### src/rtl/multicycle_control_fsm.sv
// Control unit for the multicycle RV32I core: main state machine, ALU decoder and
// immediate-select decoder driving the datapath muxes and all write enables.
module multicycle_control_fsm #(
   parameter int STATE_W = 4
) (
   input  logic               clk,
   input  logic               rst_n,
   input  logic [6:0]         Op,
   input  logic [2:0]         Funct3,
   input  logic               Funct7b5,
   input  logic               Zero,
   output logic               PCWrite,
   output logic               AdrSrc,
   output logic               MemWrite,
   output logic               IRWrite,
   output logic               RegWrite,
   output logic [1:0]         ResultSrc,
   output logic [1:0]         ALUSrcA,
   output logic [1:0]         ALUSrcB,
   output logic [1:0]         ImmSrc,
   output logic [2:0]         ALUControl,
   output logic               Illegal,
   output logic [STATE_W-1:0] State
);

   typedef enum logic [STATE_W-1:0] {
      S_FETCH    = STATE_W'(0),
      S_DECODE   = STATE_W'(1),
      S_MEMADR   = STATE_W'(2),
      S_MEMREAD  = STATE_W'(3),
      S_MEMWB    = STATE_W'(4),
      S_MEMWRITE = STATE_W'(5),
      S_EXECR    = STATE_W'(6),
      S_ALUWB    = STATE_W'(7),
      S_EXECI    = STATE_W'(8),
      S_JAL      = STATE_W'(9),
      S_BEQ      = STATE_W'(10),
      S_ILLEGAL  = STATE_W'(11)
   } state_t;

   typedef struct packed {
      logic       pc_update;
      logic       branch;
      logic       adr_src;
      logic       mem_write;
      logic       ir_write;
      logic       reg_write;
      logic [1:0] result_src;
      logic [1:0] alu_src_a;
      logic [1:0] alu_src_b;
      logic [1:0] alu_op;
      logic       illegal;
   } ctrl_t;

   state_t state;
   ctrl_t  ctrl;

   function automatic ctrl_t decode_state(input state_t s);
      ctrl_t c;
      c = '0;
      case (s)
         S_FETCH: begin
            c.ir_write   = 1'b1;
            c.alu_src_b  = 2'b10;
            c.result_src = 2'b10;
            c.pc_update  = 1'b1;
         end
         S_DECODE: begin
            c.alu_src_a = 2'b01;
            c.alu_src_b = 2'b01;
         end
         S_MEMADR: begin
            c.alu_src_a = 2'b10;
            c.alu_src_b = 2'b01;
         end
         S_MEMREAD:  c.adr_src = 1'b1;
         S_MEMWB: begin
            c.result_src = 2'b01;
            c.reg_write  = 1'b1;
         end
         S_MEMWRITE: begin
            c.adr_src   = 1'b1;
            c.mem_write = 1'b1;
         end
         S_EXECR: begin
            c.alu_src_a = 2'b10;
            c.alu_op    = 2'b10;
         end
         S_ALUWB:    c.reg_write = 1'b1;
         S_EXECI: begin
            c.alu_src_a = 2'b10;
            c.alu_src_b = 2'b01;
            c.alu_op    = 2'b10;
         end
         S_JAL: begin
            c.alu_src_a = 2'b01;
            c.alu_src_b = 2'b10;
            c.pc_update = 1'b1;
         end
         S_BEQ: begin
            c.alu_src_a = 2'b10;
            c.alu_op    = 2'b01;
            c.branch    = 1'b1;
         end
         S_ILLEGAL:  c.illegal = 1'b1;
         default: ;
      endcase
      return c;
   endfunction

   function automatic state_t next_state(input state_t s, input logic [6:0] op);
      state_t n;
      n = S_FETCH;
      case (s)
         S_FETCH: n = S_DECODE;
         S_DECODE: begin
            case (op)
               7'b0000011, 7'b0100011: n = S_MEMADR;
               7'b0110011:             n = S_EXECR;
               7'b0010011:             n = S_EXECI;
               7'b1101111:             n = S_JAL;
               7'b1100011:             n = S_BEQ;
               default:                n = S_ILLEGAL;
            endcase
         end
         S_MEMADR:  n = op[5] ? S_MEMWRITE : S_MEMREAD;
         S_MEMREAD: n = S_MEMWB;
         S_EXECR:   n = S_ALUWB;
         S_EXECI:   n = S_ALUWB;
         S_JAL:     n = S_ALUWB;
         S_ILLEGAL: n = S_ILLEGAL;
         default:   n = S_FETCH;
      endcase
      return n;
   endfunction

   // Control bits are registered from the next state so they always match the state register.
   always_ff @(posedge clk or negedge rst_n) begin
      if (!rst_n) begin
         state <= S_FETCH;
         ctrl  <= decode_state(S_FETCH);
      end else begin
         state <= next_state(state, Op);
         ctrl  <= decode_state(next_state(state, Op));
      end
   end

   // Enables are gated by rst_n so nothing writes during reset, yet fetch is live right after release.
   assign PCWrite   = rst_n & (ctrl.pc_update | (ctrl.branch & Zero));
   assign MemWrite  = rst_n & ctrl.mem_write;
   assign IRWrite   = rst_n & ctrl.ir_write;
   assign RegWrite  = rst_n & ctrl.reg_write;
   assign AdrSrc    = ctrl.adr_src;
   assign ResultSrc = ctrl.result_src;
   assign ALUSrcA   = ctrl.alu_src_a;
   assign ALUSrcB   = ctrl.alu_src_b;
   assign Illegal   = ctrl.illegal;
   assign State     = state;

   always_comb begin
      ALUControl = 3'b000;
      case (ctrl.alu_op)
         2'b01: ALUControl = 3'b001;
         2'b10: begin
            case (Funct3)
               3'b000:  ALUControl = (Op[5] & Funct7b5) ? 3'b001 : 3'b000;
               3'b010:  ALUControl = 3'b101;
               3'b110:  ALUControl = 3'b011;
               3'b111:  ALUControl = 3'b010;
               default: ALUControl = 3'b000;
            endcase
         end
         default: ALUControl = 3'b000;
      endcase
   end

   always_comb begin
      ImmSrc = 2'b00;
      case (Op)
         7'b0100011: ImmSrc = 2'b01;
         7'b1100011: ImmSrc = 2'b10;
         7'b1101111: ImmSrc = 2'b11;
         default:    ImmSrc = 2'b00;
      endcase
   end

endmodule

### config.mk
export PLATFORM = sky130hd
export DESIGN_NAME = multicycle_control_fsm
export DESIGN_NICKNAME = d
export VERILOG_FILES = /design/src/rtl/multicycle_control_fsm.sv
export SDC_FILE = /design/constraint.sdc
export NUM_CORES = 1
export LEC_CHECK = 0
export ABC_AREA = 1
export CORE_MARGIN = 4
export CORE_UTILIZATION = 50
export CTS_BUF_LIST = sky130_fd_sc_hd__clkbuf_4 sky130_fd_sc_hd__clkbuf_8
export DETAILED_ROUTE_END_ITERATION = 10
export PLACE_DENSITY = 0.87
export SLEW_MARGIN = 20
export SYNTH_ARGS = -nofsm -noshare
export SYNTH_HDL_FRONTEND = slang
export SYNTH_SLANG_ARGS = --single-unit
### constraint.sdc
create_clock -name clk -period 2.8 [get_ports clk]
set_input_delay 0.7 -clock clk [delete_from_list [all_inputs] [get_ports clk]]
set_output_delay 0.7 -clock clk [all_outputs]
set_load 0.03 [all_outputs]
==> results of run 1 <==
[worst paths after layout]
path / startpoint / endpoint / depth (start not counted)
max: Funct3[2] / ALUControl[1] / 4
min: rst_n / ctrl[11] / 1
max reg2reg: State[2] / ALUSrcB[0] / 8
min reg2reg: State[2] / ctrl[10] / 2
max in group asynchronous: rst_n / ctrl[10] / 2
min in group clk: State[2] / ctrl[10] / 2
[stage by stage]
step                instances  util (%)  power [W]  instance area (sq um)  hold WS [ps]
floorplan                 131         -    0.00102                   1040           404
global placement          186      68.7    0.00121                   1350           647
detailed placement        186      68.7    0.00125                   1350           650
CTS                       190      70.1    0.00138                   1380           649
global route              190      70.1    0.00146                   1380           639
finish                    190      70.1    0.00137                   1380           639
[power by group through the flow]
stage          clock network [W]  logic, W  registers (W)
3_5_place_dp                   0  0.000822       0.000425
5_1_grt                 0.000141  0.000885       0.000435
6_report                0.000129  0.000825       0.000419
2_1_floorplan                  0  0.000558       0.000466
4_1_cts                 0.000131  0.000829       0.000421
3_3_place_gp                   0  0.000796       0.000419
[registers in the layout, indices dropped and copies added (netlist names)]
name / cells
ResultSrc: 1
State: 4
Illegal: 1
ctrl: 6
ALUSrcA: 2
ALUSrcB: 2
AdrSrc: 1
[cell families after synthesis]
family	share of synthesized area [%]
adder cells (fa/ha/maj)	2.41
flip-flops	41.3
buffers and inverters	14.6
AO/OA/AOI/OAI	6.63
AND/OR/NAND/NOR	35.1
[routing by layer]
metal / share of wire (%) / up-vias / global-route usage [%]
met5: 0 / - / 0
met4: 1.2 / 0 / 3.83
met3: 6.0 / 4 / 5.26
met2: 53 / 32 / 34.1
met1: 39 / 434 / 19.1
li1: - / 461 / -
[cell usage in the layout, fill, tap and decap left out, types with 6 or more instances in the layout]
| cell type | netlist | layout |
|---|---|---|
| sky130_fd_sc_hd__nand2_1 | 25 | 25 |
| sky130_fd_sc_hd__buf_4 | 7 | 9 |
| sky130_fd_sc_hd__clkdlybuf4s50_1 | 0 | 26 |
| sky130_fd_sc_hd__inv_1 | 22 | 22 |
| sky130_fd_sc_hd__nand3_1 | 9 | 9 |
| sky130_fd_sc_hd__nand2_2 | 6 | 6 |
| sky130_fd_sc_hd__dfrtp_1 | 14 | 14 |
| sky130_fd_sc_hd__nor2_1 | 13 | 13 |
[area by class of cell]
| cell class | count | area [sq um] | share of cell area [%] |
|---|---|---|---|
| inverters | 26 | 98.8 | 7.19 |
| well taps | 27 | 33.8 | 2.46 |
| clock buffers | 3 | 22.5 | 1.64 |
| multi-input cells | 81 | 458 | 33.3 |
| clock inverters | 1 | 5.00 | 0.364 |
| repair buffers | 35 | 328 | 23.8 |
| flip-flops and latches | 17 | 429 | 31.2 |
==> impl_metrics.tcl, run 1 <==
set metrics [dict create \
    run_status "complete, no violations" \
    ir_worst_vdd_mv 0.672 \
    final_hold_viol_count 0 \
    clkTransAtPathRegs_ps 100 \
    drt_first_pass_iters 4 \
    antenna_found_initial 0 \
    yosys.cell_types.count 29 \
    die_x_um 53.6 \
    cts_root_buf "sky130_fd_sc_hd__clkbuf_4" \
    cell_repeated_most_along_the_worst_path "sky130_fd_sc_hd__clkdlybuf4s50_1" \
    post-dp-hpwl_um 1980 \
    cts_setup_buffers 0 \
    synth_edf_count 0 \
    finalWirelength_um 2430 \
    fin_skew_ps 0.764 \
    timing.fmax_mhz 364 \
    drtAntennaViolNets 0 \
    drtIter0Drc 11 \
    grt_first_pass_wirelength_um 3730 \
    layout-area-overhead-vs-synth_pct 32.4 \
    finalSetupTns_ps 0 \
    placeableCoreArea_sq_um 1960 \
    synthFlopType "sky130_fd_sc_hd__dfrtp_1" \
    fraction_of_final_layout_cells_sized_beyond_drive_strength_1_pct 25.2 \
    async_flop_share_pct 100 \
    ctsHtreeMaxLevel 1 \
    synth_top_cells_by_count "sky130_fd_sc_hd__nand2_1, sky130_fd_sc_hd__inv_1, sky130_fd_sc_hd__dfrtp_1" \
    crit_path_cell_trace "clkdlybuf4s50_1 > nand2_1 > nor2_1 > clkdlybuf4s50_1" \
    postSynthCellCount 131 \
    maxCapViolCount 0 \
    ys.warnings.count 0 \
    power_report.internal_total_w 0.000701 \
    yosys-top-cells-area "sky130_fd_sc_hd__dfrtp_1, sky130_fd_sc_hd__nand2_1, sky130_fd_sc_hd__inv_1" \
    timing.critical_path.slowest_cell_delay_ps 670 \
    clkPwrFrac_pct 9.4 \
    timing.critical_path.required_ps 2100 \
    slowest_stage "sky130_fd_sc_hd__clkdlybuf4s50_1" \
    crit_family "buffers and inverters" \
    drc_violation_count_after_routing 0 \
    setup.reg_to_reg.worst_slack_ps 1310 \
    finalWorstPathRequiredPeriod_ps 2740 \
    ys_ff_latch 17 \
    yosysTopAreaCell "sky130_fd_sc_hd__dfrtp_1" \
    synth.cell_area_sq_um 1040 \
    worst_pin_slew_ps 334 \
    cts-buffers-inserted 3 \
    via_count 931 \
    antenna_cells 0 \
    cp_max_fo 3 \
    synthesis.area_per_instance_sq_um 7.93 \
    cts_hold_buffers 0 \
    pin_count_of_the_biggest_net_entering_global_routing 16 \
    slew_headroom_pct 77.6 \
    ctsResizeCount 0 \
    portBuffers 34 \
    finalWorstSetupSlack_ps 55.7 \
    worstHoldPathType "in2async" \
    final.period_utilization_pct 98.0 \
    first_global_vias 906 \
    globalplace.congestion 0.905 \
    switching_power_w 0.000672 \
    route.detailed.vias_per_inst 4.90 \
    netSwitchingFraction_pct 48.9 \
    pwr-share-comb_pct 60.1 \
    seq_area_frac_synth_pct 41.3 \
    power_frac_seq_pct 30.5 \
    initial_core_util_pct 52.9 \
    die_area_sq_um 2870 \
    die_height_um 53.6 \
    place_ws_ps 73.1 \
    cellPowerDensity_nw_per_um2 999 \
    tritoncts "done" \
    worst-path-buf-inv 2 \
    pleak_nw 0.708 \
    finish.net_count 180 \
    worstSetupPathType "in2out" \
    worst_skew_pair.late_latency_ps 280 \
    drv_slew 0 \
    syn_nets 147 \
    post-synth-top-count-cell "sky130_fd_sc_hd__nand2_1" \
    placementRows 16 \
    max-clock-path-buffers 2 \
    grt_remaining_overflow 0 \
    finalSetupViolations 0 \
    clock_sink_count 17 \
    final.fill_count 169 \
    startpoint_type "primary input" \
    cp_data_arrival_time_ps 2040 \
    synth.top_cell.area_share_pct 33.7 \
    drt-wirelength-per-cell_um 12.8 \
    end_kind "output port" \
    design.portCount 35 \
    gr-usage-all-layers_pct 17.8 \
    grt_setup_unrepaired "false" \
]
No activity file was read; power rests on OpenSTA's default activity.
==> run 2, diff against run 1 <==
--- a/config.mk
+++ b/config.mk
@@ -6,6 +6,7 @@
 export NUM_CORES = 1
 export LEC_CHECK = 0
 export ABC_AREA = 1
+export CAP_MARGIN = 20
 export CORE_MARGIN = 4
 export CORE_UTILIZATION = 50
 export CTS_BUF_LIST = sky130_fd_sc_hd__clkbuf_4 sky130_fd_sc_hd__clkbuf_8
==> results of run 2 <==
No change in the layout: final DEF, timing and power equal those of run 1.
==> run 3, diff against run 2 <==
--- a/config.mk
+++ b/config.mk
@@ -8,11 +8,11 @@
 export ABC_AREA = 1
 export CAP_MARGIN = 20
 export CORE_MARGIN = 4
-export CORE_UTILIZATION = 50
+export CORE_UTILIZATION = 47
 export CTS_BUF_LIST = sky130_fd_sc_hd__clkbuf_4 sky130_fd_sc_hd__clkbuf_8
 export DETAILED_ROUTE_END_ITERATION = 10
-export PLACE_DENSITY = 0.87
-export SLEW_MARGIN = 20
+export PLACE_DENSITY = 0.82
+export REMOVE_ABC_BUFFERS = 1
 export SYNTH_ARGS = -nofsm -noshare
 export SYNTH_HDL_FRONTEND = slang
 export SYNTH_SLANG_ARGS = --single-unit
==> constraint.sdc (replaced) <==
create_clock -name clk -period 2.62 [get_ports clk]
set_input_delay 0.655 -clock clk [delete_from_list [all_inputs] [get_ports clk]]
set_output_delay 0.655 -clock clk [all_outputs]
set_load 0.03 [all_outputs]
==> run 3 against run 2 <==
Cell count up 1.1%. Wire length down 4.2%. Sequential power up 6.9%. Hold slack better by 16 ps. Register-to-register slack worse by 190 ps. Clock-buffer cell count up 1. Critical path depth up 1. Global-route usage down 0.58 points. Total power up 6.9%. Non-clock buffer count up 2. Largest power group unchanged.
==> impl_metrics.tcl, run 3 (synthesized netlist as in run 1, its figures left out) <==
set metrics [dict create \
    run_status "complete, no violations" \
    fraction_of_final_layout_cells_sized_beyond_drive_strength_1_pct 26.7 \
    worst_setup_path_endpoint "ImmSrc[0]" \
    place_ws_ps 175 \
    die_x_um 55.0 \
    design.portCount 35 \
    timing.rr.end "ALUSrcB[0]" \
    r2r-start "State[3]" \
    die_area_sq_um 3030 \
    cts_setup_buffers 0 \
    setup.reg_to_reg.worst_slack_ps 1120 \
    drc_violation_count_after_routing 0 \
    final.period_utilization_pct 93.9 \
    power_w 0.00147 \
    globalplace.congestion 0.894 \
    final_hold_viol_count 0 \
    worstHoldPathType "reg2reg" \
    drt_first_pass_iters 4 \
    cp_max_fo 3 \
    worst_pin_slew_ps 361 \
    first_global_vias 871 \
    largest_register_ffs 6 \
    grt_remaining_overflow 0 \
    worst_skew_pair.late_latency_ps 290 \
    drt-wirelength-per-cell_um 12.1 \
    max-clock-path-buffers 2 \
    crit_family "buffers and inverters" \
    dp_cells 188 \
    crit_path_cell_trace "clkdlybuf4s50_1 > nand2_1 > nand3b_1 > o21ai_0 > buf_4" \
    slew_headroom_pct 76.0 \
    cts_hold_buffers 0 \
    tritoncts "done" \
    cts_root_buf "sky130_fd_sc_hd__clkbuf_4" \
    finalWorstPathRequiredPeriod_ps 2460 \
    gr-usage-all-layers_pct 17.2 \
    cts-buffers-inserted 3 \
    route.detailed.vias_per_inst 4.80 \
    fin_cells 192 \
    crit_start "Op[1]" \
    finish.net_count 182 \
    post-dp-hpwl_um 1910 \
    timing.fmax_mhz 406 \
    pleak_nw 0.720 \
    antenna_cells 0 \
    grt_first_pass_wirelength_um 3650 \
    portBuffers 34 \
    layout-area-overhead-vs-synth_pct 33.9 \
    die_height_um 55.0 \
    timing.critical_path.required_ps 1970 \
    depth_of_the_most_critical_reg_to_reg_path 8 \
    antenna_found_initial 0 \
    clock_sink_count 17 \
    via_count 921 \
    finalCoreUtilization_pct 68.8 \
    cellPowerDensity_nw_per_um2 1060 \
    timing.critical_path.slowest_cell_delay_ps 460 \
    slowest_stage "sky130_fd_sc_hd__clkdlybuf4s50_1" \
    ctsHtreeMaxLevel 1 \
    placementRows 16 \
    mostFrequentLayoutCells "sky130_fd_sc_hd__nand2_1, sky130_fd_sc_hd__clkdlybuf4s50_1, sky130_fd_sc_hd__inv_1" \
    end_kind "output port" \
    initial_core_util_pct 51.4 \
    worst-path-buf-inv 2 \
    finalWorstSetupSlack_ps 160 \
    largest_register "ctrl" \
    fin_skew_ps 0.593 \
    clkTransAtPathRegs_ps 90 \
    pin_count_of_the_biggest_net_entering_global_routing 11 \
    maxCapViolCount 0 \
    drv_slew 0 \
    finalSetupTns_ps 0 \
    finalWirelength_um 2320 \
    drtIter0Drc 20 \
    startpoint_type "primary input" \
    cp_data_arrival_time_ps 1810 \
    finalSetupViolations 0 \
    worstSetupPathType "in2out" \
    drtAntennaViolNets 0 \
    placeableCoreArea_sq_um 2020 \
    ctsResizeCount 0 \
    critical_path_cell_count 5 \
    grt_setup_unrepaired "false" \
    ir_worst_vdd_mv 0.775 \
]
## run 3: worst min path at each step
stage / from / endpoint / slack, ps / depth (start not counted)
2_1_floorplan: rst_n / ALUSrcA[0] / 360 / 0
3_3_place_gp: State[2] / ctrl[10] / 640 / 2
3_5_place_dp: State[2] / ctrl[10] / 650 / 2
4_1_cts: State[2] / ctrl[10] / 660 / 2
5_1_grt: State[2] / ctrl[10] / 730 / 2
6_report: State[2] / ALUSrcA[0] / 650 / 3
## run 3: stage by stage
| step | hold WS (ps) | cell area [sq um] |
|---|---|---|
| after floorplan | 359 | 986 |
| after global placement | 645 | 1360 |
| after detailed placement | 646 | 1360 |
| after CTS | 662 | 1390 |
| after global routing | 726 | 1390 |
| final | 654 | 1390 |
## run 3: area by class of cell
type	count	area, sq um
inverters	26	98.8
flip-flops and latches	17	429
clock buffers	4	30.0
well taps	27	33.8
multi-input cells	81	458
repair buffers	37	340
fillers	175	632
## run 3: worst register-to-register path, delay by kind of cell (launching register included)
family / cells / cell delay, ps
simple gates: 7 / 860
buf+inv: 1 / 80
flops: 1 / 460
## run 3: routing by layer
layer / up-vias / routed length (um) / global-route usage, %
met4: 0 / 46 / 6.07
met1: 413 / 972 / 18.2
met5: - / 0 / 0
met2: 34 / 1130 / 31.7
met3: 7 / 177 / 5.63
li1: 467 / - / -
## run 3: report_power, final
part           internal, W  switching (W)  total (W)
registers         0.000376      0.0000717   0.000448
clock network    0.0000696      0.0000779   0.000148
logic             0.000318       0.000554   0.000872
